<file path="config.mk">
export PLATFORM = sky130hd
export DESIGN_NAME = tiny_ram_arbiter_flat
export DESIGN_NICKNAME = d
export VERILOG_FILES = /design/src/rtl/tiny_ram_pkg.sv /design/src/rtl/tiny_ram_arbiter_if.sv /design/src/rtl/tiny_rr_arbiter.sv /design/src/rtl/tiny_ram_arbiter.sv /design/src/flat_wrapper.sv
export SDC_FILE = /design/constraint.sdc
export NUM_CORES = 1
export LEC_CHECK = 0
export ABC_AREA = 1
export CORE_MARGIN = 4
export CORE_UTILIZATION = 41
export DETAILED_ROUTE_END_ITERATION = 10
export GPL_TIMING_DRIVEN = 0
export PLACE_DENSITY = 0.89
export SLEW_MARGIN = 20
export SYNTH_ARGS = -nofsm -noshare
export SYNTH_HDL_FRONTEND = slang
export SYNTH_SLANG_ARGS = --single-unit
</file>
<file path="constraint.sdc">
create_clock -name clock -period 1.5 [get_ports clock]
set_clock_uncertainty 0.05 [all_clocks]
set_input_delay 0.225 -clock clock [delete_from_list [all_inputs] [get_ports clock]]
set_output_delay 0.225 -clock clock [all_outputs]
set_load 0.03 [all_outputs]
</file>
<file path="src/rtl/tiny_ram_pkg.sv">
// Shared types and defaults for the two-port RAM arbiter: FSM states,
// transaction owner ID and default bus widths.
package tiny_ram_pkg;

    localparam int DEF_AW = 4;
    localparam int DEF_DW = 4;

    typedef enum logic [1:0] {
        IDLE   = 2'd0,
        ACCESS = 2'd1,
        DONE   = 2'd2
    } state_t;

    typedef enum logic {
        OWNER_A = 1'b0,
        OWNER_B = 1'b1
    } owner_t;

    // One-hot grant vector {b, a} to owner ID; an empty grant maps to A.
    function automatic owner_t owner_of(input logic [1:0] gnt);
        owner_t owner;
        if (gnt[1]) begin
            owner = OWNER_B;
        end else begin
            owner = OWNER_A;
        end
        return owner;
    endfunction

endpackage

</file>
<file path="src/rtl/tiny_ram_arbiter_if.sv">
// Requester-side and RAM-side signals of the tiny RAM arbiter, bundled.
// The arbiter is the slave; the requesters and the RAM sit on the master side.
interface tiny_ram_arbiter_if #(
    parameter int AW = tiny_ram_pkg::DEF_AW,
    parameter int DW = tiny_ram_pkg::DEF_DW
);

    logic          req_a;
    logic          req_b;
    logic          we_a;
    logic          we_b;
    logic [AW-1:0] addr_a;
    logic [AW-1:0] addr_b;
    logic [DW-1:0] wdata_a;
    logic [DW-1:0] wdata_b;
    logic          gnt_a;
    logic          gnt_b;
    logic          done_a;
    logic          done_b;
    logic [DW-1:0] rdata_a;
    logic [DW-1:0] rdata_b;
    logic [AW-1:0] ram_wraddress;
    logic [AW-1:0] ram_rdaddress;
    logic [DW-1:0] ram_data;
    logic          ram_wren;
    logic [DW-1:0] ram_q;

    modport slave (
        input  req_a, req_b, we_a, we_b, addr_a, addr_b, wdata_a, wdata_b,
        input  ram_q,
        output gnt_a, gnt_b, done_a, done_b, rdata_a, rdata_b,
        output ram_wraddress, ram_rdaddress, ram_data, ram_wren
    );

    modport master (
        output req_a, req_b, we_a, we_b, addr_a, addr_b, wdata_a, wdata_b,
        output ram_q,
        input  gnt_a, gnt_b, done_a, done_b, rdata_a, rdata_b,
        input  ram_wraddress, ram_rdaddress, ram_data, ram_wren
    );

endinterface

</file>
<file path="src/rtl/tiny_rr_arbiter.sv">
// Two-way round-robin arbiter: one-hot grant {b, a} while enabled, and a
// pointer that favours the side not granted last (A after reset).
module tiny_rr_arbiter (
    input  logic       clock,
    input  logic       aclr,
    input  logic       i_enable,
    input  logic [1:0] i_req,
    output logic [1:0] o_gnt
);

    logic       r_prio_b;
    logic [1:0] w_gnt;

    always_comb begin
        w_gnt = 2'b00;
        if (i_enable) begin
            case (i_req)
                2'b01:   w_gnt = 2'b01;
                2'b10:   w_gnt = 2'b10;
                2'b11:   w_gnt = r_prio_b ? 2'b10 : 2'b01;
                default: w_gnt = 2'b00;
            endcase
        end else begin
            w_gnt = 2'b00;
        end
    end

    // Pointer moves only when something is actually granted.
    always_ff @(posedge clock or posedge aclr) begin
        if (aclr) begin
            r_prio_b <= 1'b0;
        end else if (w_gnt != 2'b00) begin
            r_prio_b <= w_gnt[0];
        end else begin
            r_prio_b <= r_prio_b;
        end
    end

    assign o_gnt = w_gnt;

endmodule

</file>
<file path="src/rtl/tiny_ram_arbiter.sv">
// Serialises two requesters onto one combinational-read RAM: IDLE grants,
// ACCESS writes or reads the RAM, DONE pulses the owner's completion.
module tiny_ram_arbiter
    import tiny_ram_pkg::*;
#(
    parameter int DW = DEF_DW,
    parameter int AW = DEF_AW
) (
    input  logic              clock,
    input  logic              aclr,
    tiny_ram_arbiter_if.slave io_bus
);

    state_t        r_state;
    state_t        w_next_state;
    owner_t        r_owner;
    owner_t        w_gnt_owner;
    logic [1:0]    w_req;
    logic [1:0]    w_gnt;
    logic          w_arb_en;
    logic          w_any_gnt;
    logic          w_sel_we;
    logic [AW-1:0] w_sel_addr;
    logic [DW-1:0] w_sel_wdata;
    logic          r_we;
    logic          r_wren;
    logic          r_done_a;
    logic          r_done_b;
    logic [AW-1:0] r_wraddress;
    logic [AW-1:0] r_rdaddress;
    logic [DW-1:0] r_data;
    logic [DW-1:0] r_rdata_a;
    logic [DW-1:0] r_rdata_b;

    assign w_req    = {io_bus.req_b, io_bus.req_a};
    // Grants are blocked while reset is held, even though the state reads IDLE.
    assign w_arb_en = (r_state == IDLE) && !aclr;

    tiny_rr_arbiter u_rr (
        .clock    (clock),
        .aclr     (aclr),
        .i_enable (w_arb_en),
        .i_req    (w_req),
        .o_gnt    (w_gnt)
    );

    assign w_any_gnt   = |w_gnt;
    assign w_gnt_owner = owner_of(w_gnt);

    always_comb begin
        w_sel_we    = 1'b0;
        w_sel_addr  = {AW{1'b0}};
        w_sel_wdata = {DW{1'b0}};
        if (w_gnt_owner == OWNER_B) begin
            w_sel_we    = io_bus.we_b;
            w_sel_addr  = io_bus.addr_b;
            w_sel_wdata = io_bus.wdata_b;
        end else begin
            w_sel_we    = io_bus.we_a;
            w_sel_addr  = io_bus.addr_a;
            w_sel_wdata = io_bus.wdata_a;
        end
    end

    always_comb begin
        w_next_state = r_state;
        case (r_state)
            IDLE: begin
                if (w_any_gnt) begin
                    w_next_state = ACCESS;
                end else begin
                    w_next_state = IDLE;
                end
            end
            ACCESS:  w_next_state = DONE;
            DONE:    w_next_state = IDLE;
            default: w_next_state = IDLE;
        endcase
    end

    always_ff @(posedge clock or posedge aclr) begin
        if (aclr) begin
            r_state <= IDLE;
        end else begin
            r_state <= w_next_state;
        end
    end

    // Granted request is latched and held on the RAM pins until the next grant.
    always_ff @(posedge clock or posedge aclr) begin
        if (aclr) begin
            r_owner     <= OWNER_A;
            r_we        <= 1'b0;
            r_wraddress <= {AW{1'b0}};
            r_rdaddress <= {AW{1'b0}};
            r_data      <= {DW{1'b0}};
        end else if (w_any_gnt) begin
            r_owner     <= w_gnt_owner;
            r_we        <= w_sel_we;
            r_wraddress <= w_sel_addr;
            r_rdaddress <= w_sel_addr;
            r_data      <= w_sel_wdata;
        end else begin
            r_owner     <= r_owner;
            r_we        <= r_we;
            r_wraddress <= r_wraddress;
            r_rdaddress <= r_rdaddress;
            r_data      <= r_data;
        end
    end

    // Grants only happen in IDLE, so wren is high for exactly the ACCESS cycle.
    always_ff @(posedge clock or posedge aclr) begin
        if (aclr) begin
            r_wren   <= 1'b0;
            r_done_a <= 1'b0;
            r_done_b <= 1'b0;
        end else begin
            r_wren   <= w_any_gnt & w_sel_we;
            r_done_a <= (r_state == ACCESS) && (r_owner == OWNER_A);
            r_done_b <= (r_state == ACCESS) && (r_owner == OWNER_B);
        end
    end

    always_ff @(posedge clock or posedge aclr) begin
        if (aclr) begin
            r_rdata_a <= {DW{1'b0}};
            r_rdata_b <= {DW{1'b0}};
        end else if ((r_state == ACCESS) && !r_we) begin
            if (r_owner == OWNER_B) begin
                r_rdata_b <= io_bus.ram_q;
            end else begin
                r_rdata_a <= io_bus.ram_q;
            end
        end else begin
            r_rdata_a <= r_rdata_a;
            r_rdata_b <= r_rdata_b;
        end
    end

    assign io_bus.gnt_a         = w_gnt[0];
    assign io_bus.gnt_b         = w_gnt[1];
    assign io_bus.done_a        = r_done_a;
    assign io_bus.done_b        = r_done_b;
    assign io_bus.rdata_a       = r_rdata_a;
    assign io_bus.rdata_b       = r_rdata_b;
    assign io_bus.ram_wraddress = r_wraddress;
    assign io_bus.ram_rdaddress = r_rdaddress;
    assign io_bus.ram_data      = r_data;
    assign io_bus.ram_wren      = r_wren;

endmodule

</file>
<file path="src/flat_wrapper.sv">
// flat-port wrapper written by rule: the top's interface ports become plain ports
module tiny_ram_arbiter_flat import tiny_ram_pkg::*;
#(
    parameter int DW = DEF_DW,
    parameter int AW = DEF_AW
)
  (clock, aclr, io_bus_req_a, io_bus_req_b, io_bus_we_a, io_bus_we_b, io_bus_addr_a, io_bus_addr_b, io_bus_wdata_a, io_bus_wdata_b, io_bus_ram_q, io_bus_gnt_a, io_bus_gnt_b, io_bus_done_a, io_bus_done_b, io_bus_rdata_a, io_bus_rdata_b, io_bus_ram_wraddress, io_bus_ram_rdaddress, io_bus_ram_data, io_bus_ram_wren);
  tiny_ram_arbiter_if #(.AW(AW), .DW(DW)) io_bus_i ();
  input  logic clock;
  input  logic aclr;
  input wire logic [$bits(io_bus_i.req_a)-1:0] io_bus_req_a;
  input wire logic [$bits(io_bus_i.req_b)-1:0] io_bus_req_b;
  input wire logic [$bits(io_bus_i.we_a)-1:0] io_bus_we_a;
  input wire logic [$bits(io_bus_i.we_b)-1:0] io_bus_we_b;
  input wire logic [$bits(io_bus_i.addr_a)-1:0] io_bus_addr_a;
  input wire logic [$bits(io_bus_i.addr_b)-1:0] io_bus_addr_b;
  input wire logic [$bits(io_bus_i.wdata_a)-1:0] io_bus_wdata_a;
  input wire logic [$bits(io_bus_i.wdata_b)-1:0] io_bus_wdata_b;
  input wire logic [$bits(io_bus_i.ram_q)-1:0] io_bus_ram_q;
  output wire logic [$bits(io_bus_i.gnt_a)-1:0] io_bus_gnt_a;
  output wire logic [$bits(io_bus_i.gnt_b)-1:0] io_bus_gnt_b;
  output wire logic [$bits(io_bus_i.done_a)-1:0] io_bus_done_a;
  output wire logic [$bits(io_bus_i.done_b)-1:0] io_bus_done_b;
  output wire logic [$bits(io_bus_i.rdata_a)-1:0] io_bus_rdata_a;
  output wire logic [$bits(io_bus_i.rdata_b)-1:0] io_bus_rdata_b;
  output wire logic [$bits(io_bus_i.ram_wraddress)-1:0] io_bus_ram_wraddress;
  output wire logic [$bits(io_bus_i.ram_rdaddress)-1:0] io_bus_ram_rdaddress;
  output wire logic [$bits(io_bus_i.ram_data)-1:0] io_bus_ram_data;
  output wire logic [$bits(io_bus_i.ram_wren)-1:0] io_bus_ram_wren;
  assign io_bus_i.req_a = io_bus_req_a;
  assign io_bus_i.req_b = io_bus_req_b;
  assign io_bus_i.we_a = io_bus_we_a;
  assign io_bus_i.we_b = io_bus_we_b;
  assign io_bus_i.addr_a = io_bus_addr_a;
  assign io_bus_i.addr_b = io_bus_addr_b;
  assign io_bus_i.wdata_a = io_bus_wdata_a;
  assign io_bus_i.wdata_b = io_bus_wdata_b;
  assign io_bus_i.ram_q = io_bus_ram_q;
  assign io_bus_gnt_a = io_bus_i.gnt_a;
  assign io_bus_gnt_b = io_bus_i.gnt_b;
  assign io_bus_done_a = io_bus_i.done_a;
  assign io_bus_done_b = io_bus_i.done_b;
  assign io_bus_rdata_a = io_bus_i.rdata_a;
  assign io_bus_rdata_b = io_bus_i.rdata_b;
  assign io_bus_ram_wraddress = io_bus_i.ram_wraddress;
  assign io_bus_ram_rdaddress = io_bus_i.ram_rdaddress;
  assign io_bus_ram_data = io_bus_i.ram_data;
  assign io_bus_ram_wren = io_bus_i.ram_wren;
  tiny_ram_arbiter #(.DW(DW), .AW(AW)) u_core (.clock(clock), .aclr(aclr), .io_bus(io_bus_i));
endmodule
</file>
* After elaboration in Yosys (flattened, before gate mapping) *
Index checks and enable logic that the tools add are counted.

cells by class
  add/sub/neg operators = 0
  multiply operators = 0
  div/mod/pow operators = 0
  order comparisons = 0
  equality and inequality tests = 4
  shift operators = 0
  mux-type cells = 9
  bitwise logic cells = 2
  reduce and logical (&&, ||, !) cells = 11

operators by type and width
  kind                                                                    number
  4-bit 2-to-1 mux                                                        2
  2-bit one-hot mux with 3 select lines                                   1
  2-bit by 1-bit equality test with 1-bit output (second input constant)  2
  2-bit equality test (second input constant)                             2
  1-bit logical AND                                                       4
  2-bit 2-to-1 mux                                                        2
  2-bit one-hot mux with 2 select lines                                   1
  2-bit AND reduction                                                     2
  1-bit 2-to-1 mux                                                        3
  1-bit logical NOT                                                       2
  2-bit logical NOT                                                       1
  2-bit nonzero test                                                      1
  2-bit OR reduction                                                      1
  1-bit bitwise AND                                                       1
  1-bit inverter                                                          1

storage, ports and cells
  bits in registers = 24
  latch bits = 0
  memory bits (writable) = 0
  bits in read-only memories = 0
  input port bits = 26
  output and inout port bits = 25
  logic and storage cells = 37
  memories = 0

* Logic depth before layout (Yosys ltp) *
  depth after elaboration = 6
  gate-level depth with buffers = 8
  gate-level depth less buffers = 7

* Hierarchy *
From an unflattened synthesis, not the netlist that was laid out.

unflattened totals
  cell total of the unflattened synthesis = 119
  area total of the unflattened synthesis = 1,053.5 um^2

modules (own cells, without submodules)
  module            times used  cells each  area an instance (um^2)  sequential area each (um^2)
  tiny_ram_arbiter  1           107         985.9                    575.6
  tiny_rr_arbiter   1           12          67.6                     25.0

* Worst setup path after synthesis *
Ideal clock, no wire load.

  path type = input port to flip-flop
  from = input aclr
  to = register u_core.r_owner
  setup time = 126 ps
  arrival = 1,367 ps
  data required time = 1,324 ps
  path slack = -43 ps
  cell stages on the path = 5
  buffers on the path = 1
  cells stage by stage = inv_1 > nand3_1 > a21oi_2 > buf_8 > o21ai_0

on the way
  word-level cells in the longest chain between the ends = 4
  elaborated cells on any way between the ends = 5
  those cells by class = mux (2); reduce/logical (3)

RTL lines
  element                                                 line                                        RTL
  from (decl)                                             flat_wrapper.sv:10                          input logic aclr;
  1-bit logical NOT (*)                                   tiny_ram_arbiter.sv:37                      assign w_arb_en = (r_state == IDLE) && !aclr;
  1-bit logical AND (*)                                   tiny_ram_arbiter.sv:37
  2-bit 2-to-1 mux (*)                                    tiny_rr_arbiter.sv:16                       if (i_enable) begin
  1-bit 2-to-1 mux or 2-bit OR reduction (tied branches)  tiny_ram_pkg.sv:22, tiny_ram_arbiter.sv:47
  to (signal assigned)                                    tiny_ram_arbiter.sv:98                      r_owner <= w_gnt_owner;
  to (signal assigned)                                    tiny_ram_arbiter.sv:104                     r_owner <= r_owner;
  to (decl)                                               tiny_ram_arbiter.sv:16                      owner_t r_owner;

Mark *: on every way between the ends. The rest lies on a longest branch, timed or not.
A chain may end at the register's enable or synchronous reset.

* Final worst setup path *
  from = register u_core.r_state[1]
  to = output io_bus_gnt_a

on the way
  word-level cells in the longest chain between the ends = 3

RTL lines
  element                 line                    RTL
  from (decl)             tiny_ram_arbiter.sv:14  state_t r_state;
  from (signal assigned)  tiny_ram_arbiter.sv:85  r_state <= w_next_state;
  2-bit logical NOT       tiny_ram_arbiter.sv:37
  1-bit logical AND       tiny_ram_arbiter.sv:37
  2-bit 2-to-1 mux        tiny_rr_arbiter.sv:16
  to (decl)               flat_wrapper.sv:20      output wire logic [$bits(io_bus_i.gnt_a)-1:0] io_bus_gnt_a;

Every way passes these cells.

==> flow_metrics.py <==
metrics = {
    "finish": {
        "num-fill-cells": 253,
        "area_growth_pct": 54.93,
        "final_cells": 239,
        "seqCellArea_um2": 600.6,
        "final_common_cell": "nand2_1",
        "diodes": 0,
        "final_cell_area_mm2": 0.001810,
        "drive_gt1_frac": 0.2260,
        "mostFrequentLayoutCells": "36 x nand2_1, 27 x inv_1, 25 x clkdlybuf4s50_1",
        "layout.nets": 235,
        "multiInputGateArea_um2": 380.4,
    },
    "worst_setup_path": {
        "worst_setup_path_end_kind": "output pin",
        "critPathTopFamily": "flip-flops",
        "crit_slowest_cell": "dfrtp_1",
        "rr_startpoint": "u_core.r_state[1]",
        "path_buf_inv": 4,
        "crit_path_start_kind": "flop",
        "critPathKind": "reg -> out",
        "setup.worst_path.start": "u_core.r_state[1]",
        "crit_fanout": 2,
        "critPathMaxStageDelay_ns": 0.42,
        "cp_cell_sequence": "inv_2 > nand2_2 > nor2_4 > buf_6 > nand2_4 > inv_2 > buf_6",
        "rr_worst_depth": 9,
        "required_ns": 1.22,
        "r2r-end": "u_core.r_we",
        "arrival_ns": 1.33,
        "reg2reg_slack_ns": 0.11,
    },
    "pwr": {
        "combPwrFrac": 0.450,
        "leakage_nw": 1.032,
        "vdd_drop_max_mv": 1.169,
        "swShare": 0.4014,
        "pwr-share-seq": 0.367,
        "pwr-share-clk": 0.183,
        "internal_power_mw": 1.540,
        "p_switching_mw": 1.033,
        "p_total_mw": 2.573,
        "pwr_density_cell_mw_per_mm2": 1421,
    },
    "floorplan": {
        "dieArea_mm2": 0.003769,
        "core_mm2": 0.002734,
        "initial_core_util": 0.4275,
        "placementRows": 19,
        "die_x_um": 61.39,
        "die_y_um": 61.39,
        "num_io_pins": 51,
    },
    "timing": {
        "fin_crit_sh": 1.068,
        "final_hold_viol_count": 0,
        "slew_headroom": 0.6159,
        "worst_pin_slew_ns": 0.5729,
        "finalWorstSetupSlack_ns": -0.1017,
        "slew_violations": 0,
        "clock.fmax_ghz": 0.6243,
        "rsz0062_at_grt": "yes",
        "setup_viol": 2,
        "period_minus_slack_ns": 1.602,
    },
    "grt": {
        "grt_max_degree": 15,
        "grt_pass1_vias": 1048,
        "grt_pass1_wl_mm": 4.381,
        "overflow": 0,
        "grt_antenna_before_repair": 0,
        "grt_usage": 0.1595,
    },
    "cts": {
        "hold_buffers": 0,
        "h-tree-depth": 1,
        "cts_made_buffers": 3,
        "cts_tree": "yes",
        "cts.sinks": 24,
        "insertion_delay_ns": 0.32,
        "path_clk_slew_ns": 0.14,
        "clockBufferDepth": 2,
        "cts-root-buf": "clkbuf_4",
    },
    "placement": {
        "place_ws_ns": -0.7705,
        "place_inst": 225,
        "portBuffers": 50,
        "hpwl_mm": 1.971,
        "dpl-instance-area_mm2": 0.001712,
        "gp_congestion": 0.6929,
    },
    "synthesis": {
        "synth_top_family_by_area": "simple AND/OR/NAND/NOR gates",
        "yosysSeqAreaShare": 0.5139,
        "synth_cell_types": 15,
        "ys_seq_elements": 24,
        "muxShareOfSynthArea": 0,
        "syn_inst": 144,
        "synth-simple-area-share": 0.2484,
        "synth_area_mm2": 0.001169,
        "synth_xor_area_frac": 0,
        "avgSynthCellArea_um2": 8.115,
        "synth_compound_area_frac": 0.06424,
        "synthAdderAreaFrac": 0,
        "synth_fp_nets": 170,
        "yosysWarnings": 0,
    },
    "route": {
        "vias_per_cell": 4.586,
        "drcViolationCount": 0,
        "firstDrtPassIters": 4,
        "ant_nets": 0,
        "drt_iter0_markers": 30,
        "wl_mm": 2.807,
        "vias": 1096,
        "wl_per_cell_um": 11.74,
    },
    "status": {
        "status": "finished, violations left",
        "failed_checks": "negative setup slack",
    },
    "hold_path": {
        "min_path_type": "in -> async",
    },
    "job": {
        "drv_cap": 0,
    },
}
==> synthesized netlist by cell type <==
cell type | instances | area share
nor2_1 | 1 | 0.0032
nand2_2 | 2 | 0.011
a21oi_4 | 1 | 0.014
inv_1 | 31 | 0.10
inv_2 | 5 | 0.016
buf_4 | 4 | 0.026
nor2_2 | 4 | 0.021
buf_8 | 1 | 0.013
buf_6 | 2 | 0.019
a21oi_2 | 1 | 0.0075
o21ai_0 | 10 | 0.043
dfrtp_1 | 24 | 0.51
nand3_1 | 19 | 0.081
nand2_4 | 1 | 0.0096
nand2_1 | 38 | 0.12
==> layout make-up <==
type / count / share of cell area
Sequential cell: 24 / 0.3317
Timing Repair Buffer: 60 / 0.2972
Multi-Input combinational cell: 77 / 0.2101
Inverter: 36 / 0.07671
Buffer: 6 / 0.03110
Tap cell: 31 / 0.02142
Clock inverter: 1 / 0.01659
Clock buffer: 3 / 0.01244
Timing Repair inverter: 1 / 0.002764
==> worst max path at each step <==
stage                         to  slack [ns]  cells past startpoint
floorplan           io_bus_gnt_a        0.19                      6
detailed placement  io_bus_gnt_b       -0.77                      7
finish              io_bus_gnt_a       -0.10                      7
CTS                 io_bus_gnt_a       -0.12                      7
global placement    io_bus_gnt_b       -0.77                      7
global route        io_bus_gnt_a       -0.15                      7
==> stage by stage <==
step	utilization	TNS [ns]	hold slack, ns
floorplan	-	0	0.05702
global placement	0.6261	-7.983	0.3818
detailed placement	0.6261	-8.626	0.3877
CTS	0.6600	-0.1557	0.3559
global route	0.6622	-0.2335	0.3869
finish	0.6622	-0.1160	0.3552
==> routing by layer <==
layer	vias up	GRT usage	routed length (um)
li1	551	-	-
met1	492	0.1667	1043
met2	46	0.3006	1415
met3	7	0.04822	273
met4	0	0.05455	74
met5	-	0	0
==> cell families after synthesis <==
family                 Yosys count
and+or+nand+nor                 65
buffers and inverters           43
DFF                             24
AOI/OAI and AO/OA               12
==> timing repair <==
item                                    4_1_cts  5_1_grt
resized for setup                            48        6
buffers inserted                              7        3
endpoints found under the setup margin       38        6
pin swaps                                     2        2
cloned                                        1        0
==> worst register-to-register path: stages, from the launching register on <==
cell and delay (ns):
dfrtp_1 0.42, inv_2 0.07, nand2_2 0.06, nor2_4 0.14
buf_6 0.13, buf_4 0.10, buf_6 0.12, nand3_1 0.08
nand3_1 0.11, nand2_1 0.05
==> registers in the layout, indices dropped and copies added, names as in the netlist <==
register                     flops
u_core.io_bus.ram_data           4
u_core.io_bus.ram_rdaddress      4
u_core.io_bus.rdata_a            4
u_core.io_bus.rdata_b            4
u_core.r_state                   2
u_core.io_bus.done_a             1
u_core.io_bus.done_b             1
u_core.io_bus.ram_wren           1
u_core.r_owner                   1
u_core.r_we                      1
u_core.u_rr.r_prio_b             1
==> power by group through the flow <==
stage | clock [mW] | sequential [mW] | combinational, mW
final | 0.470 | 0.944 | 1.16
after global routing | 0.497 | 0.969 | 1.26
after CTS | 0.472 | 0.947 | 1.17
after detailed placement | 0 | 0.965 | 1.26
after global placement | 0 | 0.957 | 1.24
after floorplan | 0 | 1.30 | 0.386
Power figures use the tool's default switching activity.
